--- src/rtl/mult_seq_ctrl.sv ---
// Multi-cycle WIDTH x WIDTH unsigned multiplier sequenced through one 2x2 array-multiplier tile.
// Optional macro MULT_SKIP_ZERO_EN collapses rows whose multiplicand digit is zero to a single cycle.
module mult_seq_ctrl #(
  parameter int WIDTH = 8
) (
  input  logic               clk,
  input  logic               rst,
  input  logic               in_valid,
  output logic               in_ready,
  input  logic [WIDTH-1:0]   a,
  input  logic [WIDTH-1:0]   b,
  output logic               out_valid,
  input  logic               out_ready,
  output logic [2*WIDTH-1:0] product,
  output logic               busy
);

  localparam int D  = WIDTH / 2;
  localparam int IW = (D > 1) ? $clog2(D) : 1;
  localparam int PW = 2 * WIDTH;

  typedef enum logic [1:0] {IDLE, CALC, DONE} state_t;

  state_t          state, state_next;
  logic [WIDTH-1:0] a_reg, b_reg;
  logic [IW-1:0]    i, j;
  logic [PW-1:0]    acc, acc_next, p_ext;
  logic [1:0]       da, db;
  logic [3:0]       p;
  logic [IW:0]      dsum;
  logic             skip_row, row_end, last;
  logic             pp00, pp10, pp01, pp11, c1;

  assign da = a_reg[2*i +: 2];
  assign db = b_reg[2*j +: 2];

  // 2x2 array multiplier: AND-plane partial products reduced by two half adders
  assign pp00 = da[0] & db[0];
  assign pp10 = da[1] & db[0];
  assign pp01 = da[0] & db[1];
  assign pp11 = da[1] & db[1];
  assign c1   = pp10 & pp01;
  assign p    = {pp11 & c1, pp11 ^ c1, pp10 ^ pp01, pp00};

`ifdef MULT_SKIP_ZERO_EN
  assign skip_row = (j == '0) && (da == 2'b00);
`else
  assign skip_row = 1'b0;
`endif

  assign row_end  = skip_row || (j == IW'(D - 1));
  assign last     = row_end && (i == IW'(D - 1));
  assign dsum     = {1'b0, i} + {1'b0, j};
  assign p_ext    = {{(PW-4){1'b0}}, p};
  assign acc_next = skip_row ? acc : acc + (p_ext << {dsum, 1'b0});

  always_ff @(posedge clk) begin
    if (rst) state <= IDLE;
    else     state <= state_next;
  end

  always_comb begin
    state_next = state;
    in_ready   = 1'b0;
    out_valid  = 1'b0;
    busy       = 1'b0;
    case (state)
      IDLE: begin
        in_ready = 1'b1;
        if (in_valid) state_next = CALC;
      end
      CALC: begin
        busy = 1'b1;
        if (last) state_next = DONE;
      end
      DONE: begin
        out_valid = 1'b1;
        busy      = 1'b1;
        if (out_ready) state_next = IDLE;
      end
      default: state_next = IDLE;
    endcase
  end

  // Digit indices walk j fastest; product only updates on the final digit pair
  always_ff @(posedge clk) begin
    if (rst) begin
      a_reg   <= '0;
      b_reg   <= '0;
      i       <= '0;
      j       <= '0;
      acc     <= '0;
      product <= '0;
    end else begin
      case (state)
        IDLE: begin
          if (in_valid) begin
            a_reg <= a;
            b_reg <= b;
            acc   <= '0;
            i     <= '0;
            j     <= '0;
          end
        end
        CALC: begin
          acc <= acc_next;
          if (row_end) begin
            j <= '0;
            i <= i + 1'b1;
          end else begin
            j <= j + 1'b1;
          end
          if (last) product <= acc_next;
        end
        default: ;
      endcase
    end
  end

endmodule

--- config.mk ---
export PLATFORM = sky130hd
export DESIGN_NAME = mult_seq_ctrl
export DESIGN_NICKNAME = d
export VERILOG_FILES = /design/src/rtl/mult_seq_ctrl.sv
export SDC_FILE = /design/constraint.sdc
export NUM_CORES = 1
export LEC_CHECK = 0
export BUFFER_PORTS_ARGS = -buffer_cell sky130_fd_sc_hd__buf_2
export CORE_ASPECT_RATIO = 1.4
export CORE_MARGIN = 10
export CORE_UTILIZATION = 39
export CTS_CLUSTER_DIAMETER = 50
export DETAILED_ROUTE_END_ITERATION = 6
export RECOVER_POWER = 25
export SETUP_SLACK_MARGIN = 0.02
export SLEW_MARGIN = 10
export SYNTH_ARGS = -nofsm -noshare
export SYNTH_HDL_FRONTEND = slang
export SYNTH_SLANG_ARGS = --single-unit
--- constraint.sdc ---
create_clock -name clk -period 3.6 [get_ports clk]
set_clock_uncertainty 0.1 [all_clocks]
set_input_delay 0.18 -clock clk [delete_from_list [all_inputs] [get_ports clk]]
set_output_delay 0.18 -clock clk [all_outputs]
set_load 0.02 [all_outputs]
# == Yosys cells after proc, flatten, opt, wreduce, memory -nomap -nowiden ==
# Index checks and enable logic that the tools add are counted.
# classes
n_addsub,4
multipliers,0
n_div,0
order_cmp,0
eq_ne,8
shifts,3
mux,14
bitwise,8
n_reduce_logical,9
# ops
operator,count
case mux 16 bit (2 select lines),1
adder 16 bit,1
2-to-1 mux 16 bit,1
indexed part select 8 x 4 -> 2 bit,2
<< shifter 4 x 4 -> 16 bit,1
2-to-1 mux 2 bit,6
"inequality test 2 bit, second input constant",4
case mux 2 bit (2 select lines),2
bitwise AND 1 bit,6
"equality test 2 bit, second input constant",3
case mux 2 bit (3 select lines),1
AND reduction 2 bit,3
AND reduction 3 bit,2
"adder 2 x 1 -> 2 bit, second input constant",2
adder 2 x 2 -> 3 bit,1
2-to-1 mux 1 bit,3
"equality test 2 x 1 -> 1 bit, second input constant",1
logical NOT 2 bit,1
nonzero test 2 bit,1
OR reduction 2 bit,1
bitwise XOR 1 bit,2
logical AND 1 bit,1
# totals
ff_bits,54
latch_bits,0
ramBits,0
mem_bits_ro,0
inputBits,20
wordCells,53
memories,0

# == Longest topological paths before layout ==
# Gate-level depths: netlist of run 1.
# logic_depth
word_depth,7
ltp_mapped,15
ltp_nobuf,14

# == Least setup slack after synthesis of run 1 ==
# No wires, ideal clock.
# synth_path
path_kind,reg-to-reg
from,register i[0]
to,register product[13]
setup_time_ns,0.122
arrival_time_ns,3.498
path_slack_ns,-0.120
stages_incl_launch_ff,16
path_buffers,1
synth_period_minus_slack_ns,3.720
cell_sequence,dfxtp_1 > mux4_2 > and2_1 > ha_1 > ha_1 > nor2b_1 > a31oi_1 > nor2_1 > ha_1 > buf_2 > a21oi_2 > o211ai_1 > a31oi_1 > o21ai_1 > nor4b_1 > a311o_1
# synth_via
elab_chain_len,6
word_cells_on_any_way,15
cone_classes,2 x add/sub; 1 x eq/ne; 2 x shift; 8 x bitwise; 2 x reduce/logical
# synth_rtl
item,line_no,source
"start, declared",26,"logic [IW-1:0] i, j;"
"start signal, assigned",109,i <= i + 1'b1;
indexed part select 8 x 4 -> 2 bit,34,assign da = a_reg[2*i +: 2];
bitwise AND 1 bit (on tied branches),"39, 40",
bitwise AND 1 bit,42,assign c1 = pp10 & pp01;
bitwise XOR 1 bit / bitwise AND 1 bit (equally long branches),43,"assign p = {pp11 & c1, pp11 ^ c1, pp10 ^ pp01, pp00};"
<< shifter 4 x 4 -> 16 bit,55,"assign acc_next = skip_row ? acc : acc + (p_ext << {dsum, 1'b0});"
adder 16 bit,55,
"end signal, assigned",113,if (last) product <= acc_next;
"end, declared",14,"output logic [2*WIDTH-1:0] product,"
# Several ways; a longest one is shown, not always the timed one.
# A chain may end at the register's enable or synchronous reset.

# == Worst setup path in the final report of run 1 ==
# layout_path
from,register j[0]
to,register product[13]
# layout_via
elab_chain_len,6
word_cells_on_any_way,15
cone_classes,2 x add/sub; 1 x eq/ne; 2 x shift; 8 x bitwise; 2 x reduce/logical
# layout_rtl
item,line_no,source
"start, declared",26,
"start signal, assigned",111,j <= j + 1'b1;
indexed part select 8 x 4 -> 2 bit,35,assign db = b_reg[2*j +: 2];
bitwise AND 1 bit (on tied branches),"39, 40",
bitwise AND 1 bit,42,
bitwise XOR 1 bit / bitwise AND 1 bit (equally long branches),43,
<< shifter 4 x 4 -> 16 bit,55,
adder 16 bit,55,
# Several ways; a longest one is shown, not always the timed one.

==> results of run 1 <==
report_power, final:
| group | internal [mW] | leakage, nW | switching (mW) |
|---|---|---|---|
| Clock | 0.276 | 0.0739 | 0.213 |
| Sequential | 0.619 | 0.439 | 0.0138 |
| Combinational | 0.0739 | 1.18 | 0.130 |
cell usage after synthesis (all sizes together) (2+ instances only):
library cell and number:
dfxtp 54, ha 24, nand3 13, or3 5
mux4 4, nor4b 6, buf 3, a21oi 43
or4 2, a21o 6, nor2 37, o21a 4
a31oi 7, fa 2, o211ai 3, o22ai 2
nand2 70, and3 6, o21ai 14, clkbuf 19
xnor2 7, a211oi 4, a31o 3, nor3 7
a311o 2, and2 8, mux2i 3, nor2b 8
a22oi 8, nand2b 5, inv 12, xor2 3
through the flow:
step	std cells	cell area (um2)	setup slack, ns	setup TNS, ns	hold WS [ns]
6_report	580	4230	0.0971	0	0.0174
5_1_grt	580	4230	-0.0999	-0.433	0.0216
4_1_cts	579	4020	0.0228	0	0.0158
3_5_place_dp	570	3820	-0.180	-0.860	0.325
3_3_place_gp	570	3820	-0.147	-0.511	0.320
2_1_floorplan	409	3280	0.0254	0	0.216
routing by layer:
metal | up-vias | GRT usage, % | share of wire (%)
met5 | - | 0 | 0
met4 | 0 | 4.89 | 1.7
met3 | 11 | 2.48 | 3.0
met2 | 47 | 27.7 | 56
met1 | 1473 | 14.4 | 39
li1 | 1590 | - | -
worst paths after layout:
path	endpoint	start	slack (ns)
setup / recovery	product[13]	j[0]	0.1
hold / removal	a_reg[6]	a[6]	0.02
setup reg to reg	product[13]	j[0]	0.1
hold reg to reg	product[4]	product[4]	0.36
kinds of logic after synthesis:
logic type                 count (synthesis)  share of synthesized area [%]
and+or+nand+nor                          170                           24.4
AOI/OAI and AO/OA                        108                           21.3
DFF                                       54                           33.2
buffers and inverters                     34                           4.34
adders and majority gates                 26                           10.4
xor gates and xnor gates                  10                           2.69
muxes                                      7                           3.69
critical path: stages, from the launching register on:
cell	delay, ns
dfxtp_4	0.36
mux4_2	0.51
and2_4	0.19
ha_4	0.16
ha_4	0.24
nor2b_4	0.12
a31oi_1	0.13
buf_4	0.18
nor2_4	0.05
ha_4	0.23
a21oi_2	0.17
o211ai_1	0.11
a31oi_1	0.19
o21ai_1	0.13
nor4b_2	0.18
a311o_1	0.35
layout make-up:
class	count	area [um2]	share of cell area (%)
clock inverters	1	5.00	0.118
inverters	12	45.0	1.07
clock buffers	7	143	3.37
well taps	102	128	3.02
multi-input cells	321	2300	54.4
flip-flops and latches	54	1090	25.7
repair buffers	83	520	12.3
layout by cell type (no fill, tap or decap), types with 5 or more instances in the layout:
| master | synthesis | final |
|---|---|---|
| nand2_1 | 70 | 67 |
| dfxtp_1 | 54 | 52 |
| buf_4 | 0 | 42 |
| a21oi_1 | 41 | 36 |
| nor2_1 | 37 | 30 |
| buf_2 | 3 | 23 |
| ha_1 | 24 | 17 |
| clkbuf_1 | 18 | 16 |
| inv_1 | 12 | 12 |
| nand3_1 | 13 | 11 |
| o21ai_0 | 12 | 10 |
| a22oi_1 | 8 | 8 |
| xnor2_1 | 7 | 7 |
| nor3_1 | 6 | 6 |
| nor2b_1 | 8 | 6 |
| a21o_1 | 6 | 6 |
| a21oi_2 | 2 | 6 |
| nand2b_1 | 5 | 5 |
| nor2_2 | 0 | 5 |
| and2_1 | 8 | 5 |
| nor4b_1 | 6 | 5 |
| and3_1 | 6 | 5 |
| ha_4 | 0 | 5 |
| clkbuf_16 | 0 | 5 |
repair_timing:
action	in CTS	in global routing
buffers inserted	1	1
setup endpoints to repair	19	21
hold buffers	0	0
pin swaps	7	20
hold endpoints to repair	0	0
resized for setup	8	53
==> results.json, run 1 <==
{
  "status": "complete, no violations",
  "ir_drop_uv": 271,
  "clock_path_buffers": 2,
  "first_iter_violations": 137,
  "grt_pass1_wl_um": 14800,
  "synth_ff_type": "dfxtp_1",
  "grt-ovfl-total": 0,
  "drt_pre_antenna_iters": 4,
  "powerDensity_nw_per_um2": 314,
  "required_ns": 3.68,
  "fillers": 774,
  "htreeDepth": 2,
  "hp-class": "in2reg",
  "avgRoutedWirePerCell_um": 15.6,
  "cp.arrival_ns": 3.59,
  "syn_to_final_growth_pct": 29.8,
  "syn-cell-area_um2": 3260,
  "routed_via_density": 5.38,
  "synth-edff-count": 0,
  "leakagePower_nw": 1.69,
  "drc": 0,
  "start_util_pct": 40.0,
  "final_max_slew_viol_count": 0,
  "yosys_warnings": 0,
  "numCtsBuffers": 5,
  "grt_max_degree": 52,
  "ys_top_cells_by_area": "dfxtp_1 (33%), ha_1 (9.2%), nand2_1 (8.1%)",
  "cp-start-kind": "flop",
  "crit_path_end_kind": "flop",
  "ys_ff_latch": 54,
  "clk_pin_slew_ns": 0.07,
  "crit_type": "reg2reg",
  "cts_root_buf": "clkbuf_16",
  "coreArea_um2": 8150,
  "yosysSeqAreaShare_pct": 33.2,
  "ant_nets": 0,
  "post-route-period-util_pct": 97.3,
  "synth_area_per_cell_um2": 7.97,
  "drv_cap": 0,
  "syn_nets": 455,
  "final_layout_size_suffix_gt1_share_pct": 27.8,
  "vias": 3121,
  "hold_viol": 0,
  "finish.utilization_pct": 51.9,
  "n_antenna_cell": 0,
  "std_cell_rows": 39,
  "hold_depth": 3,
  "synth.top_cell.area_share_pct": 33.2,
  "setup_viol": 0,
  "antenna_found_initial": 0,
  "syn_inst": 409,
  "maxSlewHeadroom_pct": 39.2,
  "min_period_ns": 3.50,
  "grt_use_total_pct": 14.1,
  "cts_tree": "built",
  "ioPinCount": 39,
  "yosys.cell_types.count": 53,
  "ys_async_sr_fraction_pct": 0,
  "synth_top_cell_by_area": "dfxtp_1",
  "rr_worst_depth": 15,
  "crit_fanout": 4,
  "clk_latency_ns": 0.30,
  "dp_hpwl_um": 6880,
  "grt_pass1_vias": 3131,
  "die_w_um": 97.3,
  "portBuffers": 38,
  "rsz0062_at_grt": "true",
  "die-area_um2": 12500,
  "nets": 523,
  "fmax_mhz": 285,
  "gp_congestion": 0.908,
  "total_power_mw": 1.33,
  "worst_slew_pin_slew_ns": 0.912,
  "reg_top3": "acc x16, product x16",
  "drt_wl_total_um": 9040,
  "die_height_um": 128,
  "cts.sinks": 54
}
(Power assumes the default switching activity.)
==> run 2: changes to the inputs <==
CAP_MARGIN = 20   (was default)
clock period = 3.7 ns   (was 3.6 ns; I/O delays follow)
==> results.json, run 2 (synthesis results as in run 1) <==
{
  "std_cell_rows": 39,
  "start_util_pct": 40.0,
  "grt-ovfl-total": 0,
  "cp.arrival_ns": 3.66,
  "grt_max_degree": 52,
  "post-route-period-util_pct": 96.7,
  "cp-start-kind": "flop",
  "first_iter_violations": 136,
  "vias": 3145,
  "hp-class": "in2reg",
  "numCtsBuffers": 5,
  "fmax_mhz": 279,
  "mostFrequentLayoutCell": "nand2_1",
  "grt_pass1_vias": 3093,
  "clock_path_buffers": 2,
  "rsz0062_at_grt": "true",
  "clk_latency_ns": 0.29,
  "avgRoutedWirePerCell_um": 15.6,
  "clk_pin_slew_ns": 0.07,
  "required_ns": 3.78,
  "antenna_found_initial": 0,
  "status": "complete, no violations",
  "reg_top3": "acc x16, product x16",
  "grt_pass1_wl_um": 14600,
  "path_buf_inv": 2,
  "cts-hold-fix-buffers": 0,
  "setup_viol": 0,
  "cpPeakStageDelay_ns": 0.50,
  "final_area_um2": 4120,
  "place_ws_ns": -0.140,
  "hold_viol": 0,
  "drv_cap": 0,
  "worst_slack_ns": 0.121,
  "n_antenna_cell": 0,
  "die-area_um2": 12500,
  "ir_drop_uv": 271,
  "cp_slowest_cell": "mux4_2",
  "final_cell_mix": "nand2_1 (68), dfxtp_1 (52), a21oi_1 (35)",
  "die_height_um": 128,
  "final_layout_size_suffix_gt1_share_pct": 23.8,
  "drt_pre_antenna_iters": 4,
  "ioPinCount": 39,
  "leakagePower_nw": 1.63,
  "grt_use_total_pct": 13.7,
  "maxSlewHeadroom_pct": 35.5,
  "cpLargestDelayFamily": "compound AO/OA/AOI/OAI gates",
  "crit_chain": "mux4_2, and2_4, ha_4, ha_4, nor2b_1, a31oi_1, buf_4, buf_4, nor2_4, ha_4, a21oi_4, o211ai_1, a31oi_1, o21ai_2, nor4b_2, a311o_1",
  "min_period_ns": 3.58,
  "cts_tree": "built",
  "worst_slew_pin_slew_ns": 0.968,
  "cts_root_buf": "clkbuf_16",
  "drc": 0,
  "die_w_um": 97.3,
  "powerDensity_nw_per_um2": 328,
  "crit_fanout": 4,
  "crit_path_frequent_cell": "ha_4",
  "nets": 511,
  "crit_path_end_kind": "flop",
  "syn_to_final_growth_pct": 26.5,
  "portBuffers": 38,
  "htreeDepth": 2,
  "dp_hpwl_um": 6770,
  "coreArea_um2": 8150,
  "crit_type": "reg2reg",
  "drt_wl_total_um": 8880,
  "dpl_cell_area_um2": 3710,
  "fillers": 781,
  "gp_congestion": 0.918,
  "routed_via_density": 5.54,
  "final_max_slew_viol_count": 0,
  "ant_nets": 0,
  "cts.sinks": 54
}
-- run 2: layer usage --
layer | vias up | routed length, um | GRT usage (%)
met4 | 0 | 108 | 3.77
met1 | 1508 | 3580 | 14.7
li1 | 1569 | - | -
met3 | 11 | 273 | 2.54
met5 | - | 0 | 0
met2 | 57 | 4920 | 26.7
-- run 2: through the flow --
| stage | hold WS, ns | utilization [%] | setup TNS (ns) | power [mW] | std cells |
|---|---|---|---|---|---|
| final | 0.0193 | 50.6 | 0 | 1.35 | 568 |
| after global routing | 0.0343 | 50.6 | -0.0509 | 1.41 | 568 |
| after CTS | 0.0237 | 48.0 | 0 | 1.36 | 565 |
| after detailed placement | 0.332 | 45.5 | -0.358 | 0.824 | 557 |
| after global placement | 0.327 | 45.5 | -0.148 | 0.820 | 557 |
| after floorplan | 0.221 | - | 0 | 0.762 | 409 |
-- run 2: worst paths after layout --
check / from / end / slack [ns] / cells after the start
worst max-delay path: i[0] / product[13] / 0.12 / 16
worst min-delay path: b[5] / b_reg[5] / 0.02 / 3
worst max register to register: i[0] / product[13] / 0.12 / 16
worst min register to register: a_reg[7] / a_reg[7] / 0.35 / 2
-- run 2: area by class of cell --
cell class	count	area, um2	share of cell area (%)
multi-input cells	321	2270	55.2
flip-flops and latches	54	1090	26.4
repair buffers	71	419	10.2
clock buffers	6	129	3.13
well taps	102	128	3.10
inverters	12	45.0	1.09
clock inverters	2	37.5	0.911
-- run 2: power breakdown --
part / switching (mW) / internal (mW) / total, mW
clock: 0.215 / 0.320 / 0.535
sequential: 0.0137 / 0.602 / 0.616
combinational: 0.128 / 0.0700 / 0.198
-- run 2: worst reg2reg max path, delay by kind of cell (launching register included) --
family / cells / cell delay [ns]
muxes: 1 / 0.50
and+or+nand+nor: 4 / 0.59
DFF: 1 / 0.37
buffers and inverters: 2 / 0.30
adders and majority gates: 3 / 0.66
AOI/OAI and AO/OA: 6 / 0.96
-- run 2: what timing repair did --
action                     in CTS  in global routing
setup endpoints to repair       7                 20
pin swaps                       4                 16
gates resized for setup         6                 48
buffers inserted                0                  3
